**src/rtl/ones_window_accum.sv**
```systemverilog
// ones_window_accum: sums per-byte ones counts into windows of WINDOW bytes and hands each closed window downstream.
module ones_window_accum #(
  parameter int WINDOW = 16,
  parameter int THRESH = 64
) (
  input  logic       clk,
  input  logic       rst,
  input  logic [3:0] numones,
  input  logic       in_valid,
  output logic       in_ready,
  input  logic       flush,
  output logic [7:0] out_sum,
  output logic [4:0] out_count,
  output logic       out_over,
  output logic       out_partial,
  output logic       out_valid,
  input  logic       out_ready,
  output logic       err
);
  typedef enum logic {ACCUM, HOLD} state_t;
  state_t     state_q, state_d;
  logic [7:0] acc_q, acc_d, out_sum_q, out_sum_d, sum_next;
  logic [4:0] cnt_q, cnt_d, out_count_q, out_count_d, cnt_next;
  logic       out_over_q, out_over_d, out_partial_q, out_partial_d, err_q, err_d;
  logic       accept, full, close;
  logic [3:0] clamped;
  assign in_ready    = state_q == ACCUM;
  assign out_valid   = state_q == HOLD;
  assign out_sum     = out_sum_q;
  assign out_count   = out_count_q;
  assign out_over    = out_over_q;
  assign out_partial = out_partial_q;
  assign err         = err_q;
  always_comb begin
    state_d       = state_q;
    acc_d         = acc_q;
    cnt_d         = cnt_q;
    out_sum_d     = out_sum_q;
    out_count_d   = out_count_q;
    out_over_d    = out_over_q;
    out_partial_d = out_partial_q;
    accept        = in_valid & in_ready;
    clamped       = numones > 4'd8 ? 4'd8 : numones;
    sum_next      = acc_q + {4'd0, clamped};
    cnt_next      = cnt_q + 5'd1;
    full          = accept & (cnt_next == 5'(WINDOW));
    close         = full | (flush & (state_q == ACCUM) & (accept | (cnt_q != 5'd0)));
    err_d         = err_q | (accept & (numones > 4'd8));
    // accumulator is cleared as the window closes; it is invisible while the result is held
    if (close) begin
      state_d       = HOLD;
      out_sum_d     = accept ? sum_next : acc_q;
      out_count_d   = accept ? cnt_next : cnt_q;
      out_partial_d = ~full;
      out_over_d    = out_sum_d >= 8'(THRESH);
      acc_d         = 8'd0;
      cnt_d         = 5'd0;
    end else if (accept) begin
      acc_d = sum_next;
      cnt_d = cnt_next;
    end else if (state_q == HOLD && out_ready) begin
      state_d = ACCUM;
    end
  end
  always_ff @(posedge clk) begin
    if (rst) begin
      state_q       <= ACCUM;
      acc_q         <= 8'd0;
      cnt_q         <= 5'd0;
      out_sum_q     <= 8'd0;
      out_count_q   <= 5'd0;
      out_over_q    <= 1'b0;
      out_partial_q <= 1'b0;
      err_q         <= 1'b0;
    end else begin
      state_q       <= state_d;
      acc_q         <= acc_d;
      cnt_q         <= cnt_d;
      out_sum_q     <= out_sum_d;
      out_count_q   <= out_count_d;
      out_over_q    <= out_over_d;
      out_partial_q <= out_partial_d;
      err_q         <= err_d;
    end
  end
endmodule

```
**config.mk**
```make
export PLATFORM = sky130hd
export DESIGN_NAME = ones_window_accum
export DESIGN_NICKNAME = d
export VERILOG_FILES = /design/src/rtl/ones_window_accum.sv
export SDC_FILE = /design/constraint.sdc
export NUM_CORES = 1
export LEC_CHECK = 0
export BUFFER_PORTS_ARGS = -buffer_cell sky130_fd_sc_hd__buf_2
export CORE_ASPECT_RATIO = 1.1
export CORE_MARGIN = 1.5
export CORE_UTILIZATION = 45
export CTS_BUF_LIST = sky130_fd_sc_hd__clkbuf_2 sky130_fd_sc_hd__clkbuf_4 sky130_fd_sc_hd__clkbuf_8
export CTS_CLUSTER_SIZE = 8
export DETAILED_ROUTE_END_ITERATION = 10
export MAX_ROUTING_LAYER = met4
export PLACE_DENSITY = 0.78
export SLEW_MARGIN = 10
export SYNTH_ARGS = -nofsm -noshare
export SYNTH_HDL_FRONTEND = slang
export SYNTH_SLANG_ARGS = --single-unit
export TNS_END_PERCENT = 5
```
**constraint.sdc**
```tcl
create_clock -name clk -period 5 [get_ports clk]
set_input_delay 0 -clock clk [delete_from_list [all_inputs] [get_ports clk]]
set_output_delay 0 -clock clk [all_outputs]
set_load 0.02 [all_outputs]
```
==> flow_summary.html, run 1 <==
<table>
<tr><th>Metric</th><th>Value</th></tr>
<tr><th colspan="2">Worst setup path</th></tr>
<tr><td>Critical register-to-register path startpoint</td><td>out_valid</td></tr>
<tr><td>Family of cells with the greatest summed delay on the critical path</td><td>simple AND/OR/NAND/NOR gates</td></tr>
<tr><td>Cell with the largest stage delay on the worst path</td><td>sky130_fd_sc_hd__nor2b_1</td></tr>
<tr><td>Endpoint arrival time on the critical path</td><td>3110 ps</td></tr>
<tr><td>Worst reg2reg path endpoint</td><td>out_valid</td></tr>
<tr><td>Maximum cell stage delay along the critical path</td><td>between 800 and 900 ps</td></tr>
<tr><td>Length in cells of the worst reg-to-reg path</td><td>6</td></tr>
<tr><td>Buffers plus inverters on the worst setup path</td><td>1</td></tr>
<tr><td>Reg2reg setup slack</td><td>about 2200 ps</td></tr>
<tr><td>Worst Path Class, Setup</td><td>register to register</td></tr>
<tr><td>Worst-path cell chain</td><td>nor2b_1 -&gt; nand2_1 -&gt; a211oi_2 -&gt; o21bai_2 -&gt; o31ai_1 -&gt; dlygate4sd3_1</td></tr>
<tr><td>Cell count along the critical path</td><td>6</td></tr>
<tr><td>Data required time of the critical path</td><td>about 5300 ps</td></tr>
<tr><td>Biggest fanout along the worst timing path</td><td>15</td></tr>
<tr><td>Endpoint class of the critical path</td><td>register</td></tr>
<tr><td>Crit path launch type</td><td>register</td></tr>
<tr><th colspan="2">STA</th></tr>
<tr><td>Hold Vio Cnt, Final</td><td>0</td></tr>
<tr><td>Final setup violation count</td><td>0</td></tr>
<tr><td>Clk_skew</td><td>21.28 ps</td></tr>
<tr><td>Worst Max-Slew Pin Slew</td><td>1095 ps</td></tr>
<tr><td>Total Negative Setup Slacks</td><td>0 ps</td></tr>
<tr><td>Min Tclk post-route</td><td>2845 ps</td></tr>
<tr><td>Setup ws final</td><td>around 2200 ps</td></tr>
<tr><td>Count of pins over their slew limit</td><td>0</td></tr>
<tr><td>Setup repair after global routing missed its margin</td><td>no</td></tr>
<tr><td>Max-slew headroom at the worst pin</td><td>about 27%</td></tr>
<tr><td>Final worst-path cycle share</td><td>56.90%</td></tr>
<tr><td>Maximum operating frequency</td><td>351.5 MHz</td></tr>
<tr><th colspan="2">Logic synthesis</th></tr>
<tr><td>Synth area leaders</td><td>sky130_fd_sc_hd__dfxtp_1, sky130_fd_sc_hd__o2bb2ai_2, sky130_fd_sc_hd__ha_1, sky130_fd_sc_hd__nor2_1, sky130_fd_sc_hd__xnor2_1</td></tr>
<tr><td>Share of synthesized area occupied by flip-flops and latches</td><td>41.92%</td></tr>
<tr><td>Cell taking the most area after synthesis</td><td>sky130_fd_sc_hd__dfxtp_1</td></tr>
<tr><td>Dominant synthesized flop cell</td><td>sky130_fd_sc_hd__dfxtp_1</td></tr>
<tr><td>Post-synthesis cell count</td><td>140</td></tr>
<tr><td>Total of warnings raised by yosys</td><td>0</td></tr>
<tr><td>Cell Area, Synth</td><td>about 0.0014 mm2</td></tr>
<tr><td>Average instance area after synthesis</td><td>10.23 um2</td></tr>
<tr><td>Number of distinct standard cells referenced by the synthesized netlist</td><td>34</td></tr>
<tr><td>Count of flip-flops with a built-in enable after synthesis</td><td>0</td></tr>
<tr><td>Async S/R FF share, synth</td><td>0%</td></tr>
<tr><td>Post-synth top area share</td><td>a little over two fifths</td></tr>
<tr><td>Number of storage elements in the synthesis netlist</td><td>30</td></tr>
<tr><td>Mapped Nets</td><td>157</td></tr>
<tr><th colspan="2">Layout</th></tr>
<tr><td>Number of nets in the layout</td><td>188</td></tr>
<tr><td>Area growth syn-to-layout</td><td>17.47%</td></tr>
<tr><td>Share of layout cells above drive strength 1</td><td>28.49%</td></tr>
<tr><td>Count of antenna diodes in the layout</td><td>0</td></tr>
<tr><td>Design area</td><td>0.001683 mm2</td></tr>
<tr><td>Most frequent cells in the layout</td><td>sky130_fd_sc_hd__dfxtp_1, sky130_fd_sc_hd__buf_2, sky130_fd_sc_hd__nor2_1</td></tr>
<tr><td>Post-layout instance count excluding filler cells</td><td>206</td></tr>
<tr><td>Commonest non-fill, non-tap cell in the layout</td><td>sky130_fd_sc_hd__dfxtp_1</td></tr>
<tr><th colspan="2">Detailed routing</th></tr>
<tr><td>Average via count per standard cell</td><td>between 5 and 6</td></tr>
<tr><td>Number of optimization iterations in the first detailed-route pass</td><td>5</td></tr>
<tr><td>Detailed-route DRC error count</td><td>0</td></tr>
<tr><td>Per-cell routed wire length</td><td>13.90 um</td></tr>
<tr><td>DRC marker count from the first detailed-route iteration</td><td>44</td></tr>
<tr><td>Detailed Route WL</td><td>2864 um</td></tr>
<tr><td>Number of routed nets with antenna violations</td><td>0</td></tr>
<tr><td>Via Count</td><td>roughly 1100</td></tr>
<tr><th colspan="2">Placed design</th></tr>
<tr><td>Routability cong.</td><td>0.7502</td></tr>
<tr><td>Pre-CTS worst setup slack</td><td>2561 ps</td></tr>
<tr><td>Port-buffer cells</td><td>26</td></tr>
<tr><td>Number of cells after detailed placement</td><td>approximately 200</td></tr>
<tr><td>Area of placed instances</td><td>0.001564 mm2</td></tr>
<tr><td>Post-detail-place hpwl</td><td>2068 um</td></tr>
<tr><th colspan="2">CTS</th></tr>
<tr><td>H-tree lvl count</td><td>2</td></tr>
<tr><td>Clock Path Buffers</td><td>2</td></tr>
<tr><td>Post-CTS setup-driven buffer insertion count</td><td>0</td></tr>
<tr><td>Total of cells resized after clock tree synthesis</td><td>0</td></tr>
<tr><td>Clock-pin slew on the worst setup and hold paths</td><td>80 ps</td></tr>
<tr><td>Number of CTS-inserted buffers</td><td>5</td></tr>
<tr><td>Cell at the root of the clock tree</td><td>sky130_fd_sc_hd__clkbuf_4</td></tr>
<tr><td>Clk_lat worst skew</td><td>340 ps</td></tr>
<tr><td>CTS tree</td><td>yes</td></tr>
<tr><td>Number of sinks on the clock net</td><td>30</td></tr>
<tr><th colspan="2">Min path</th></tr>
<tr><td>Hold Path Cell Cnt</td><td>3</td></tr>
<tr><td>Min-delay worst type</td><td>input pin to register</td></tr>
<tr><td>Hold path startpoint</td><td>numones[3]</td></tr>
<tr><td>Worst-case hold path end point</td><td>err</td></tr>
<tr><th colspan="2">Die</th></tr>
<tr><td>Std cell rows</td><td>21</td></tr>
<tr><td>Initial standard-cell utilization of the core</td><td>47.00%</td></tr>
<tr><td>Die X-Extent</td><td>56.80 um</td></tr>
<tr><td>Die height</td><td>62.18 um</td></tr>
<tr><td>Num ports</td><td>27</td></tr>
<tr><td>Core region area</td><td>0.003048 mm2</td></tr>
<tr><td>Die Footprint</td><td>roughly 0.0035 mm2</td></tr>
<tr><th colspan="2">Global routing</th></tr>
<tr><td>Largest net degree at the start of global routing</td><td>16</td></tr>
<tr><td>Total routing resource utilization after global routing</td><td>18.82%</td></tr>
<tr><td>Leftover overflow at the end of global routing</td><td>0</td></tr>
<tr><td>Initial antenna violation count</td><td>0</td></tr>
<tr><td>Via count of the first global-routing pass</td><td>approximately 1100</td></tr>
<tr><td>First-pass GRT wire length</td><td>between 4000 and 5000 um</td></tr>
<tr><th colspan="2">Power</th></tr>
<tr><td>Worst supply voltage drop on vdd</td><td>205.2 uV</td></tr>
<tr><td>Power density relative to cell area</td><td>314.7 mW/mm2</td></tr>
<tr><td>Leakage power of the design</td><td>around 0.72 nW</td></tr>
<tr><th colspan="2">Job</th></tr>
<tr><td>Max cap viols</td><td>0</td></tr>
<tr><th colspan="2">Run status</th></tr>
<tr><td>Outcome</td><td>finished, final reports clean</td></tr>
</table>
power by group:
part / leakage (nW) / internal, mW / switching (mW)
combinational: 0.429 / 0.0271 / 0.0469
clock: 0.0463 / 0.117 / 0.0834
sequential: 0.243 / 0.248 / 0.00743
stage by stage:
step | util (%) | hold WS (ps) | power [mW]
floorplan | - | 72.38 | 0.3150
global placement | 51.31 | 198.1 | 0.3283
detailed placement | 51.31 | 208.7 | 0.3321
CTS | 55.01 | 15.73 | 0.5327
global route | 55.21 | 32.45 | 0.5578
finish | 55.21 | 37.64 | 0.5295
timing repair:
item	4_1_cts	5_1_grt
endpoints found under the hold margin	3	0
endpoints found under the setup margin	0	0
hold buffers	3	0
layout make-up:
| class | instances | area (um2) |
|---|---|---|
| well taps | 34 | 42.54 |
| fillers | 278 | 1365 |
| repair buffers | 29 | 160.2 |
| inverters | 5 | 18.77 |
| clock buffers | 7 | 52.55 |
| clock inverters | 1 | 30.03 |
| flip-flops and latches | 30 | 600.6 |
| multi-input cells | 100 | 778.2 |
flip-flops by register name, summed over array words and instances (netlist names):
name,flops
acc_q,8
cnt_q,5
err,1
out_count,5
out_over,1
out_partial,1
out_sum,8
out_valid,1
per-layer routing:
metal  routed length, um  vias to the layer above  global-route usage [%]  share of wire [%]
met4                  33                        0                   8.140                1.2
met3                 143                        4                   7.083                5.0
met5                   0                        -                       -                  0
met1                1253                      539                   20.73                 44
li1                    -                      554                       -                  -
met2                1434                       26                   30.23                 50
synthesized netlist by cell type (2+ instances only):
cell type,n
sky130_fd_sc_hd__o2bb2ai_1,4
sky130_fd_sc_hd__nand4_1,2
sky130_fd_sc_hd__nor3_1,4
sky130_fd_sc_hd__inv_1,5
sky130_fd_sc_hd__mux2i_1,3
sky130_fd_sc_hd__xor2_1,5
sky130_fd_sc_hd__o2bb2ai_2,8
sky130_fd_sc_hd__ha_1,7
sky130_fd_sc_hd__nand2_1,7
sky130_fd_sc_hd__or3_1,3
sky130_fd_sc_hd__dfxtp_1,30
sky130_fd_sc_hd__xnor2_1,5
sky130_fd_sc_hd__a21oi_1,6
sky130_fd_sc_hd__buf_6,3
sky130_fd_sc_hd__nor2_1,21
sky130_fd_sc_hd__nor2b_1,4
sky130_fd_sc_hd__and3_1,3
sky130_fd_sc_hd__nand3_1,4
cells by family (layout without fill, tap and decap cells):
family          after synthesis  in the layout  share of synthesized area [%]
flops                        30             30                          41.92
compound gates               30             30                          22.01
buf+inv                      10             42                          4.541
mux                           3              3                          2.096
simple gates                 49             49                          15.81
xor+xnor                     10             10                          6.113
fa+ha+maj                     8              8                          7.511
worst max path at each step:
stage | startpoint | to
floorplan | acc_q[0] | out_over
global placement | out_valid | out_over
detailed placement | out_valid | out_over
CTS | cnt_q[0] | out_valid
global route | out_valid | out_valid
finish | out_valid | out_valid
worst register-to-register path, cell delays in order (launching register included):
cell and delay (ps):
sky130_fd_sc_hd__dfxtp_1 320, sky130_fd_sc_hd__nor2b_1 840, sky130_fd_sc_hd__nand2_1 150, sky130_fd_sc_hd__a211oi_2 370, sky130_fd_sc_hd__o21bai_2 370, sky130_fd_sc_hd__o31ai_1 160
sky130_fd_sc_hd__dlygate4sd3_1 580
Power figures use the tool's default switching activity.
==> run 2: changes to the inputs <==
--- a/config.mk
+++ b/config.mk
@@ -5,6 +5,7 @@
 export SDC_FILE = /design/constraint.sdc
 export NUM_CORES = 1
 export LEC_CHECK = 0
+export ABC_AREA = 1
 export BUFFER_PORTS_ARGS = -buffer_cell sky130_fd_sc_hd__buf_2
 export CORE_ASPECT_RATIO = 1.1
 export CORE_MARGIN = 1.5
==> constraint.sdc (replaced) <==
create_clock -name clk -period 2.79 [get_ports clk]
set_input_delay 0 -clock clk [delete_from_list [all_inputs] [get_ports clk]]
set_output_delay 0 -clock clk [all_outputs]
set_load 0.02 [all_outputs]
==> run 2 against run 1 <==
Against the previous run:
- sequential share of layout area fell by 0.57 points
- count of clock-buffer cells in the layout did not move
- fmax rose by 31%
- combinational power rose to 2.8 times the previous value
- via count rose by 13%
- sequential power rose by 88%
- power rose by 78%
- area after synthesis rose by 4.3%
- register-to-register slack got worse by 1500 ps
- highest routed layer unchanged
==> flow_summary.html, run 2 <==
<table>
<tr><th>Metric</th><th>Value</th></tr>
<tr><th colspan="2">Min path</th></tr>
<tr><td>Min-delay worst type</td><td>input pin to register</td></tr>
<tr><th colspan="2">Worst setup path</th></tr>
<tr><td>Buffers plus inverters on the worst setup path</td><td>1 (unchanged)</td></tr>
<tr><td>Data required time of the critical path</td><td>3080 ps (-2190 ps)</td></tr>
<tr><td>Crit path launch type</td><td>register</td></tr>
<tr><td>Worst Path Class, Setup</td><td>register to register</td></tr>
<tr><td>Biggest fanout along the worst timing path</td><td>12 (-3)</td></tr>
<tr><td>Family of cells with the greatest summed delay on the critical path</td><td>simple AND/OR/NAND/NOR gates</td></tr>
<tr><td>CP most frequent cell</td><td>sky130_fd_sc_hd__nand2_4</td></tr>
<tr><td>Cell with the largest stage delay on the worst path</td><td>sky130_fd_sc_hd__dlygate4sd3_1</td></tr>
<tr><td>Endpoint arrival time on the critical path</td><td>2450 ps (-660 ps)</td></tr>
<tr><td>Endpoint class of the critical path</td><td>register</td></tr>
<tr><td>Worst-path cell chain</td><td>ha_1 -&gt; nand3_2 -&gt; nand2_1 -&gt; nand2_2 -&gt; nor2_2 -&gt; nand2_4 -&gt; nand2_8 -&gt; nand2_4 -&gt; o31ai_1 -&gt; dlygate4sd3_1</td></tr>
<tr><td>Maximum cell stage delay along the critical path</td><td>610 ps (-230 ps)</td></tr>
<tr><th colspan="2">Die</th></tr>
<tr><td>Core region area</td><td>0.003100 mm2 (+1.7%)</td></tr>
<tr><td>Die height</td><td>63.43 um (+2.0%)</td></tr>
<tr><td>Std cell rows</td><td>21 (unchanged)</td></tr>
<tr><td>Die Footprint</td><td>0.003675 mm2 (+4.1%)</td></tr>
<tr><td>Die X-Extent</td><td>57.94 um (+2.0%)</td></tr>
<tr><td>Initial standard-cell utilization of the core</td><td>48.18% (+1.2 points)</td></tr>
<tr><td>Num ports</td><td>27 (unchanged)</td></tr>
<tr><th colspan="2">CTS</th></tr>
<tr><td>Post-CTS setup-driven buffer insertion count</td><td>0 (unchanged)</td></tr>
<tr><td>Number of CTS-inserted buffers</td><td>5 (unchanged)</td></tr>
<tr><td>Number of sinks on the clock net</td><td>30 (unchanged)</td></tr>
<tr><td>Clk_lat worst skew</td><td>340 ps (about the same)</td></tr>
<tr><td>Total of cells resized after clock tree synthesis</td><td>0 (unchanged)</td></tr>
<tr><td>H-tree lvl count</td><td>2 (unchanged)</td></tr>
<tr><td>CTS tree</td><td>yes</td></tr>
<tr><td>Clock-pin slew on the worst setup and hold paths</td><td>90 ps (about the same)</td></tr>
<tr><td>Number of hold buffers added after CTS</td><td>3 (unchanged)</td></tr>
<tr><td>Clock Path Buffers</td><td>2 (unchanged)</td></tr>
<tr><td>Cell at the root of the clock tree</td><td>sky130_fd_sc_hd__clkbuf_4</td></tr>
<tr><th colspan="2">STA</th></tr>
<tr><td>Worst Max-Slew Pin Slew</td><td>265.8 ps (-829.3 ps)</td></tr>
<tr><td>Setup repair after global routing missed its margin</td><td>no</td></tr>
<tr><td>Max-slew headroom at the worst pin</td><td>82.10% (+55 points)</td></tr>
<tr><td>Final worst-path cycle share</td><td>77.63% (+21 points)</td></tr>
<tr><td>Hold Vio Cnt, Final</td><td>0 (unchanged)</td></tr>
<tr><td>Total Negative Setup Slacks</td><td>0 ps (unchanged)</td></tr>
<tr><td>Clk_skew</td><td>6.480 ps (-14.80 ps)</td></tr>
<tr><td>Setup ws final</td><td>624.2 ps (-1531 ps)</td></tr>
<tr><td>Final setup violation count</td><td>0 (unchanged)</td></tr>
<tr><td>Maximum operating frequency</td><td>461.7 MHz (+31%)</td></tr>
<tr><td>Min Tclk post-route</td><td>2166 ps (-679.0 ps)</td></tr>
<tr><td>Count of pins over their slew limit</td><td>0 (unchanged)</td></tr>
<tr><th colspan="2">Layout</th></tr>
<tr><td>Share of layout cells above drive strength 1</td><td>22.42% (-6.1 points)</td></tr>
<tr><td>Number of nets in the layout</td><td>240 (+28%)</td></tr>
<tr><td>Commonest non-fill, non-tap cell in the layout</td><td>sky130_fd_sc_hd__nand2_1</td></tr>
<tr><td>Final-layout fill cell count</td><td>319 (+15%)</td></tr>
<tr><td>Count of antenna diodes in the layout</td><td>0 (unchanged)</td></tr>
<tr><td>Area growth syn-to-layout</td><td>14.49%</td></tr>
<tr><td>Most frequent cells in the layout</td><td>sky130_fd_sc_hd__nand2_1, sky130_fd_sc_hd__dfxtp_1, sky130_fd_sc_hd__buf_2</td></tr>
<tr><th colspan="2">Detailed routing</th></tr>
<tr><td>Detailed Route WL</td><td>2897 um (+1.2%)</td></tr>
<tr><td>Average via count per standard cell</td><td>4.946 (-9.3%)</td></tr>
<tr><td>Number of optimization iterations in the first detailed-route pass</td><td>6 (+1)</td></tr>
<tr><td>Number of routed nets with antenna violations</td><td>0 (unchanged)</td></tr>
<tr><td>Per-cell routed wire length</td><td>11.27 um (-19%)</td></tr>
<tr><td>DRC marker count from the first detailed-route iteration</td><td>43 (-2.3%)</td></tr>
<tr><td>Detailed-route DRC error count</td><td>0 (unchanged)</td></tr>
<tr><td>Via Count</td><td>1271 (+13%)</td></tr>
<tr><th colspan="2">Logic synthesis</th></tr>
<tr><td>Total of warnings raised by yosys</td><td>0 (unchanged)</td></tr>
<tr><td>Count of flip-flops with a built-in enable after synthesis</td><td>0 (unchanged)</td></tr>
<tr><td>Average instance area after synthesis</td><td>7.822 um2 (-24%)</td></tr>
<tr><td>Async S/R FF share, synth</td><td>0% (unchanged)</td></tr>
<tr><td>Post-synthesis cell count</td><td>191 (+36%)</td></tr>
<tr><td>Most frequent cell after synthesis</td><td>sky130_fd_sc_hd__nand2_1</td></tr>
<tr><td>Commonest cells in the netlist</td><td>sky130_fd_sc_hd__nand2_1, sky130_fd_sc_hd__dfxtp_1, sky130_fd_sc_hd__inv_1, sky130_fd_sc_hd__nor2_1, sky130_fd_sc_hd__nand3_1</td></tr>
<tr><td>Cell taking the most area after synthesis</td><td>sky130_fd_sc_hd__dfxtp_1</td></tr>
<tr><td>Synth area leaders</td><td>sky130_fd_sc_hd__dfxtp_1, sky130_fd_sc_hd__nand2_1, sky130_fd_sc_hd__inv_1, sky130_fd_sc_hd__ha_1, sky130_fd_sc_hd__nand3_1</td></tr>
<tr><td>Mapped Nets</td><td>208 (+32%)</td></tr>
<tr><td>Share of synthesized area occupied by flip-flops and latches</td><td>40.20% (-1.7 points)</td></tr>
<tr><td>Dominant synthesized flop cell</td><td>sky130_fd_sc_hd__dfxtp_1</td></tr>
<tr><td>Post-synth top area share</td><td>40.20% (-1.7 points)</td></tr>
<tr><td>Number of storage elements in the synthesis netlist</td><td>30 (unchanged)</td></tr>
<tr><td>Number of distinct standard cells referenced by the synthesized netlist</td><td>29 (-15%)</td></tr>
<tr><td>Cell Area, Synth</td><td>0.001494 mm2 (+4.3%)</td></tr>
<tr><th colspan="2">Run status</th></tr>
<tr><td>Outcome</td><td>finished, final reports clean</td></tr>
<tr><th colspan="2">Job</th></tr>
<tr><td>Max cap viols</td><td>0 (unchanged)</td></tr>
<tr><th colspan="2">Power</th></tr>
<tr><td>Power density relative to cell area</td><td>552.3 mW/mm2 (+76%)</td></tr>
<tr><td>Leakage power of the design</td><td>0.8577 nW (+19%)</td></tr>
<tr><td>Worst supply voltage drop on vdd</td><td>354.0 uV (+73%)</td></tr>
<tr><th colspan="2">Placed design</th></tr>
<tr><td>Port-buffer cells</td><td>26 (unchanged)</td></tr>
<tr><td>Pre-CTS worst setup slack</td><td>984.0 ps (-1577 ps)</td></tr>
<tr><td>Routability cong.</td><td>0.8362 (+11%)</td></tr>
<tr><td>Post-detail-place hpwl</td><td>2072 um (+0.21%)</td></tr>
<tr><th colspan="2">Global routing</th></tr>
<tr><td>Largest net degree at the start of global routing</td><td>15 (-1)</td></tr>
<tr><td>Initial antenna violation count</td><td>0 (unchanged)</td></tr>
<tr><td>Via count of the first global-routing pass</td><td>1139 (+0.26%)</td></tr>
<tr><td>First-pass GRT wire length</td><td>4954 um (-0.28%)</td></tr>
<tr><td>Leftover overflow at the end of global routing</td><td>0 (unchanged)</td></tr>
<tr><td>Total routing resource utilization after global routing</td><td>18.35% (-0.48 points)</td></tr>
</table>
==> run 2: worst reg2reg max path, cell delays in order, from the launching register on <==
cell                            delay (ps)
sky130_fd_sc_hd__dfxtp_1               450
sky130_fd_sc_hd__ha_1                  240
sky130_fd_sc_hd__nand3_2               100
sky130_fd_sc_hd__nand2_1                90
sky130_fd_sc_hd__nand2_2                60
sky130_fd_sc_hd__nor2_2                130
sky130_fd_sc_hd__nand2_4               100
sky130_fd_sc_hd__nand2_8                90
sky130_fd_sc_hd__nand2_4               120
sky130_fd_sc_hd__o31ai_1               110
sky130_fd_sc_hd__dlygate4sd3_1         610
==> run 2: power breakdown <==
group / total (mW) / internal (mW) / leakage (nW) / switching (mW)
Combinational: 0.205 / 0.0713 / 0.581 / 0.134
Sequential: 0.480 / 0.457 / 0.244 / 0.0223
Clock: 0.260 / 0.114 / 0.0322 / 0.146
==> run 2: per-stage QoR <==
step | area [um2] | power, mW | utilization [%] | hold slack [ps] | cells
5_1_grt | 1710 | 1.001 | 55.17 | 15.05 | 257
4_1_cts | 1710 | 0.9536 | 55.17 | 14.05 | 257
3_3_place_gp | 1628 | 0.6886 | 52.50 | 192.9 | 247
3_5_place_dp | 1628 | 0.6917 | 52.50 | 194.9 | 247
2_1_floorplan | 1494 | 0.6456 | - | 69.07 | 191
6_report | 1710 | 0.9446 | 55.17 | 13.87 | 257
==> run 2: worst paths after layout <==
kind	startpoint	endpoint	slack [ps]	depth (start not counted)
min	flush	out_partial	10	3
max	cnt_q[0]	out_valid	620	10
min reg2reg	err	err	460	2
max reg2reg	cnt_q[0]	out_valid	620	10
==> run 2: metal layers <==
metal	global-route usage, %	part of all wire [%]	up-vias
li1	-	-	674
met1	20.71	42	569
met2	29.12	50	22
met3	6.366	5.2	6
met4	7.849	2.1	0
met5	-	0	-
==> run 2: final cells by class <==
class                      instances  area [um2]  area share, %
tap                               34       42.54          2.487
timing repair buffer              29       160.2          9.364
inverter                          27       101.3          5.925
sequential                        30       600.6          35.11
clock buffer                       7       52.55          3.072
multi-input combinational        130       753.2          44.04
==> run 2: cell families (layout without fill, tap and decap cells) <==
logic type | after synthesis | count (layout) | share of synthesized area [%]
muxes | 2 | 2 | 1.340
DFF | 30 | 30 | 40.20
and+or+nand+nor | 94 | 94 | 31.32
adders and majority gates | 8 | 8 | 7.202
AOI/OAI and AO/OA | 23 | 23 | 8.795
xor gates and xnor gates | 3 | 3 | 1.759
buffers and inverters | 31 | 63 | 9.380
==> run 3: changes to the inputs <==
--- a/config.mk
+++ b/config.mk
@@ -5,7 +5,7 @@
 export SDC_FILE = /design/constraint.sdc
 export NUM_CORES = 1
 export LEC_CHECK = 0
-export ABC_AREA = 1
+export ABC_AREA = 0
 export BUFFER_PORTS_ARGS = -buffer_cell sky130_fd_sc_hd__buf_2
 export CORE_ASPECT_RATIO = 1.1
 export CORE_MARGIN = 1.5
==> constraint.sdc (replaced) <==
create_clock -name clk -period 2.22 [get_ports clk]
set_input_delay 0 -clock clk [delete_from_list [all_inputs] [get_ports clk]]
set_output_delay 0 -clock clk [all_outputs]
set_load 0.02 [all_outputs]
==> run 3 against run 2 <==
Against the previous run:
- first-iteration DRC count fell by 35%
- cell count fell by 18%
- hold slack improved by 150 ps
- die area fell by 3.9%
- clock skew rose by 5.9 ps
- fmax rose by 7.1%
- non-clock buffer count rose by 5
- cell area fell by 0.88%
- combinational power fell by 15%
- sequential power rose by 20%
- sequential cell count did not move
- critical path type unchanged
- largest cell class unchanged
==> flow_summary.html, run 3 (synthesis results as in run 1) <==
<table>
<tr><th>Metric</th><th>Value</th></tr>
<tr><th colspan="2">Run status</th></tr>
<tr><td>Outcome</td><td>finished, final reports clean</td></tr>
<tr><th colspan="2">Detailed routing</th></tr>
<tr><td>Detailed Route WL</td><td>2997 um (+3.5%)</td></tr>
<tr><td>DRC marker count from the first detailed-route iteration</td><td>28 (-35%)</td></tr>
<tr><td>Detailed-route DRC error count</td><td>0 (unchanged)</td></tr>
<tr><td>Via Count</td><td>1146 (-9.8%)</td></tr>
<tr><td>Per-cell routed wire length</td><td>14.20 um (+26%)</td></tr>
<tr><td>Number of optimization iterations in the first detailed-route pass</td><td>4 (-2)</td></tr>
<tr><td>Average via count per standard cell</td><td>5.431 (+9.8%)</td></tr>
<tr><td>Number of routed nets with antenna violations</td><td>0 (unchanged)</td></tr>
<tr><th colspan="2">Worst setup path</th></tr>
<tr><td>Maximum cell stage delay along the critical path</td><td>410 ps (-200 ps)</td></tr>
<tr><td>Length in cells of the worst reg-to-reg path</td><td>7 (-3)</td></tr>
<tr><td>Endpoint arrival time on the critical path</td><td>2240 ps (-210 ps)</td></tr>
<tr><td>Worst Path Class, Setup</td><td>register to register</td></tr>
<tr><td>Family of cells with the greatest summed delay on the critical path</td><td>compound AO/OA/AOI/OAI gates</td></tr>
<tr><td>Worst reg2reg path endpoint</td><td>out_over</td></tr>
<tr><td>Data required time of the critical path</td><td>2440 ps (-640 ps)</td></tr>
<tr><td>Buffers plus inverters on the worst setup path</td><td>0 (-1)</td></tr>
<tr><td>Reg2reg setup slack</td><td>200 ps (-430 ps)</td></tr>
<tr><td>Crit path launch type</td><td>register</td></tr>
<tr><td>Critical register-to-register path startpoint</td><td>acc_q[0]</td></tr>
<tr><td>Biggest fanout along the worst timing path</td><td>2 (-10)</td></tr>
<tr><td>Worst-path cell chain</td><td>ha_1 -&gt; fa_1 -&gt; a21o_1 -&gt; a21oi_1 -&gt; nor2_1 -&gt; o32ai_1 -&gt; o32ai_2</td></tr>
<tr><td>Cell with the largest stage delay on the worst path</td><td>sky130_fd_sc_hd__fa_1</td></tr>
<tr><td>Endpoint class of the critical path</td><td>register</td></tr>
<tr><th colspan="2">STA</th></tr>
<tr><td>Final worst-path cycle share</td><td>91.13% (+14 points)</td></tr>
<tr><td>Maximum operating frequency</td><td>494.3 MHz (+7.1%)</td></tr>
<tr><td>Setup repair after global routing missed its margin</td><td>no</td></tr>
<tr><td>Count of pins over their slew limit</td><td>0 (unchanged)</td></tr>
<tr><td>Final setup violation count</td><td>0 (unchanged)</td></tr>
<tr><td>Worst Max-Slew Pin Slew</td><td>348.5 ps (+82.77 ps)</td></tr>
<tr><td>Max-slew headroom at the worst pin</td><td>76.72% (-5.4 points)</td></tr>
<tr><td>Min Tclk post-route</td><td>2023 ps (-142.8 ps)</td></tr>
<tr><td>Hold Vio Cnt, Final</td><td>0 (unchanged)</td></tr>
<tr><td>Clk_skew</td><td>12.39 ps (+5.913 ps)</td></tr>
<tr><td>Total Negative Setup Slacks</td><td>0 ps (unchanged)</td></tr>
<tr><th colspan="2">CTS</th></tr>
<tr><td>CTS tree</td><td>yes</td></tr>
<tr><td>Number of CTS-inserted buffers</td><td>5 (unchanged)</td></tr>
<tr><td>Clock-pin slew on the worst setup and hold paths</td><td>90 ps (about the same)</td></tr>
<tr><td>Number of sinks on the clock net</td><td>30 (unchanged)</td></tr>
<tr><td>Clock Path Buffers</td><td>2 (unchanged)</td></tr>
<tr><td>Clk_lat worst skew</td><td>340 ps (about the same)</td></tr>
<tr><td>Post-CTS setup-driven buffer insertion count</td><td>0 (unchanged)</td></tr>
<tr><td>Cell at the root of the clock tree</td><td>sky130_fd_sc_hd__clkbuf_4</td></tr>
<tr><td>H-tree lvl count</td><td>2 (unchanged)</td></tr>
<tr><th colspan="2">Global routing</th></tr>
<tr><td>First-pass GRT wire length</td><td>5057 um (+2.1%)</td></tr>
<tr><td>Total routing resource utilization after global routing</td><td>19.23% (+0.88 points)</td></tr>
<tr><td>Largest net degree at the start of global routing</td><td>15 (unchanged)</td></tr>
<tr><td>Via count of the first global-routing pass</td><td>1130 (-0.79%)</td></tr>
<tr><td>Leftover overflow at the end of global routing</td><td>0 (unchanged)</td></tr>
<tr><td>Initial antenna violation count</td><td>0 (unchanged)</td></tr>
<tr><th colspan="2">Min path</th></tr>
<tr><td>Hold path startpoint</td><td>in_valid</td></tr>
<tr><td>Worst-case hold path end point</td><td>acc_q[3]</td></tr>
<tr><td>Hold Path Cell Cnt</td><td>4 (+1)</td></tr>
<tr><td>Min-delay worst type</td><td>input pin to register</td></tr>
<tr><th colspan="2">Die</th></tr>
<tr><td>Die height</td><td>62.18 um (-2.0%)</td></tr>
<tr><td>Std cell rows</td><td>21 (unchanged)</td></tr>
<tr><td>Initial standard-cell utilization of the core</td><td>47.00% (-1.2 points)</td></tr>
<tr><td>Die X-Extent</td><td>56.80 um (-2.0%)</td></tr>
<tr><td>Core region area</td><td>0.003048 mm2 (-1.7%)</td></tr>
<tr><td>Num ports</td><td>27 (unchanged)</td></tr>
<tr><td>Die Footprint</td><td>0.003531 mm2 (-3.9%)</td></tr>
<tr><th colspan="2">Layout</th></tr>
<tr><td>Number of nets in the layout</td><td>193 (-20%)</td></tr>
<tr><td>Most frequent cells in the layout</td><td>sky130_fd_sc_hd__dfxtp_1, sky130_fd_sc_hd__buf_2, sky130_fd_sc_hd__nor2_1</td></tr>
<tr><td>Area growth syn-to-layout</td><td>18.34%</td></tr>
<tr><td>Post-layout instance count excluding filler cells</td><td>211 (-18%)</td></tr>
<tr><td>Commonest non-fill, non-tap cell in the layout</td><td>sky130_fd_sc_hd__dfxtp_1</td></tr>
<tr><td>Count of antenna diodes in the layout</td><td>0 (unchanged)</td></tr>
<tr><td>Share of layout cells above drive strength 1</td><td>30.51% (+8.1 points)</td></tr>
<tr><th colspan="2">Power</th></tr>
<tr><td>Leakage power of the design</td><td>0.7318 nW (-15%)</td></tr>
<tr><td>Worst supply voltage drop on vdd</td><td>406.0 uV (+15%)</td></tr>
<tr><td>Final total power</td><td>1.104 mW (+17%)</td></tr>
<tr><td>Power density relative to cell area</td><td>650.9 mW/mm2 (+18%)</td></tr>
<tr><th colspan="2">Job</th></tr>
<tr><td>Max cap viols</td><td>0 (unchanged)</td></tr>
<tr><th colspan="2">Placed design</th></tr>
<tr><td>Routability cong.</td><td>0.8881 (+6.2%)</td></tr>
<tr><td>Port-buffer cells</td><td>26 (unchanged)</td></tr>
<tr><td>Post-detail-place hpwl</td><td>2180 um (+5.2%)</td></tr>
<tr><td>Number of cells after detailed placement</td><td>200 (-19%)</td></tr>
</table>
-- run 3: worst max-delay path by stage --
stage	startpoint	endpoint	cells after the start
2_1_floorplan	acc_q[0]	out_over	7
3_3_place_gp	cnt_q[0]	out_over	6
3_5_place_dp	acc_q[0]	out_over	7
4_1_cts	cnt_q[0]	out_over	7
5_1_grt	cnt_q[0]	out_over	7
6_report	acc_q[0]	out_over	7
-- run 3: cell type report --
cell class	count	area, um2
repair buffers	34	197.7
well taps	34	42.54
multi-input cells	100	772.0
clock buffers	7	58.81
fillers	289	1353
flip-flops and latches	30	600.6
clock inverters	1	5.005
inverters	5	18.77
-- run 3: what timing repair did --
item | in CTS | in global routing
gates resized for setup | 0 | 0
hold buffers | 3 | 0
hold endpoints to repair | 3 | 0
-- run 3: tightest hold or removal path, cell delays in order --
cell and delay [ps]:
sky130_fd_sc_hd__buf_2 110, sky130_fd_sc_hd__nand2_1 150, sky130_fd_sc_hd__a21oi_1 120, sky130_fd_sc_hd__nor2_1 90
-- run 3: metal layers --
| layer | vias up | global-route usage (%) | wire length (um) |
|---|---|---|---|
| met2 | 34 | 31.10 | 1495 |
| met4 | 0 | 9.302 | 90 |
| met5 | - | - | 0 |
| li1 | 565 | - | - |
| met1 | 535 | 20.89 | 1251 |
| met3 | 12 | 6.667 | 160 |
-- run 3: report_power, final --
group	switching, mW	internal, mW
registers	0.0166	0.558
clock network	0.188	0.165
logic	0.107	0.0681
total	0.312	0.792
-- run 3: stage by stage --
| step | util, % | hold slack [ps] | worst slack [ps] | instance area [um2] |
|---|---|---|---|---|
| 4_1_cts | 55.62 | 158.5 | 221.9 | 1695 |
| 3_3_place_gp | 52.55 | 191.2 | 348.0 | 1602 |
| 5_1_grt | 55.62 | 186.7 | 64.53 | 1695 |
| 2_1_floorplan | - | 72.38 | 403.6 | 1433 |
| 3_5_place_dp | 52.55 | 199.4 | 251.6 | 1602 |
| 6_report | 55.62 | 165.3 | 197.0 | 1695 |
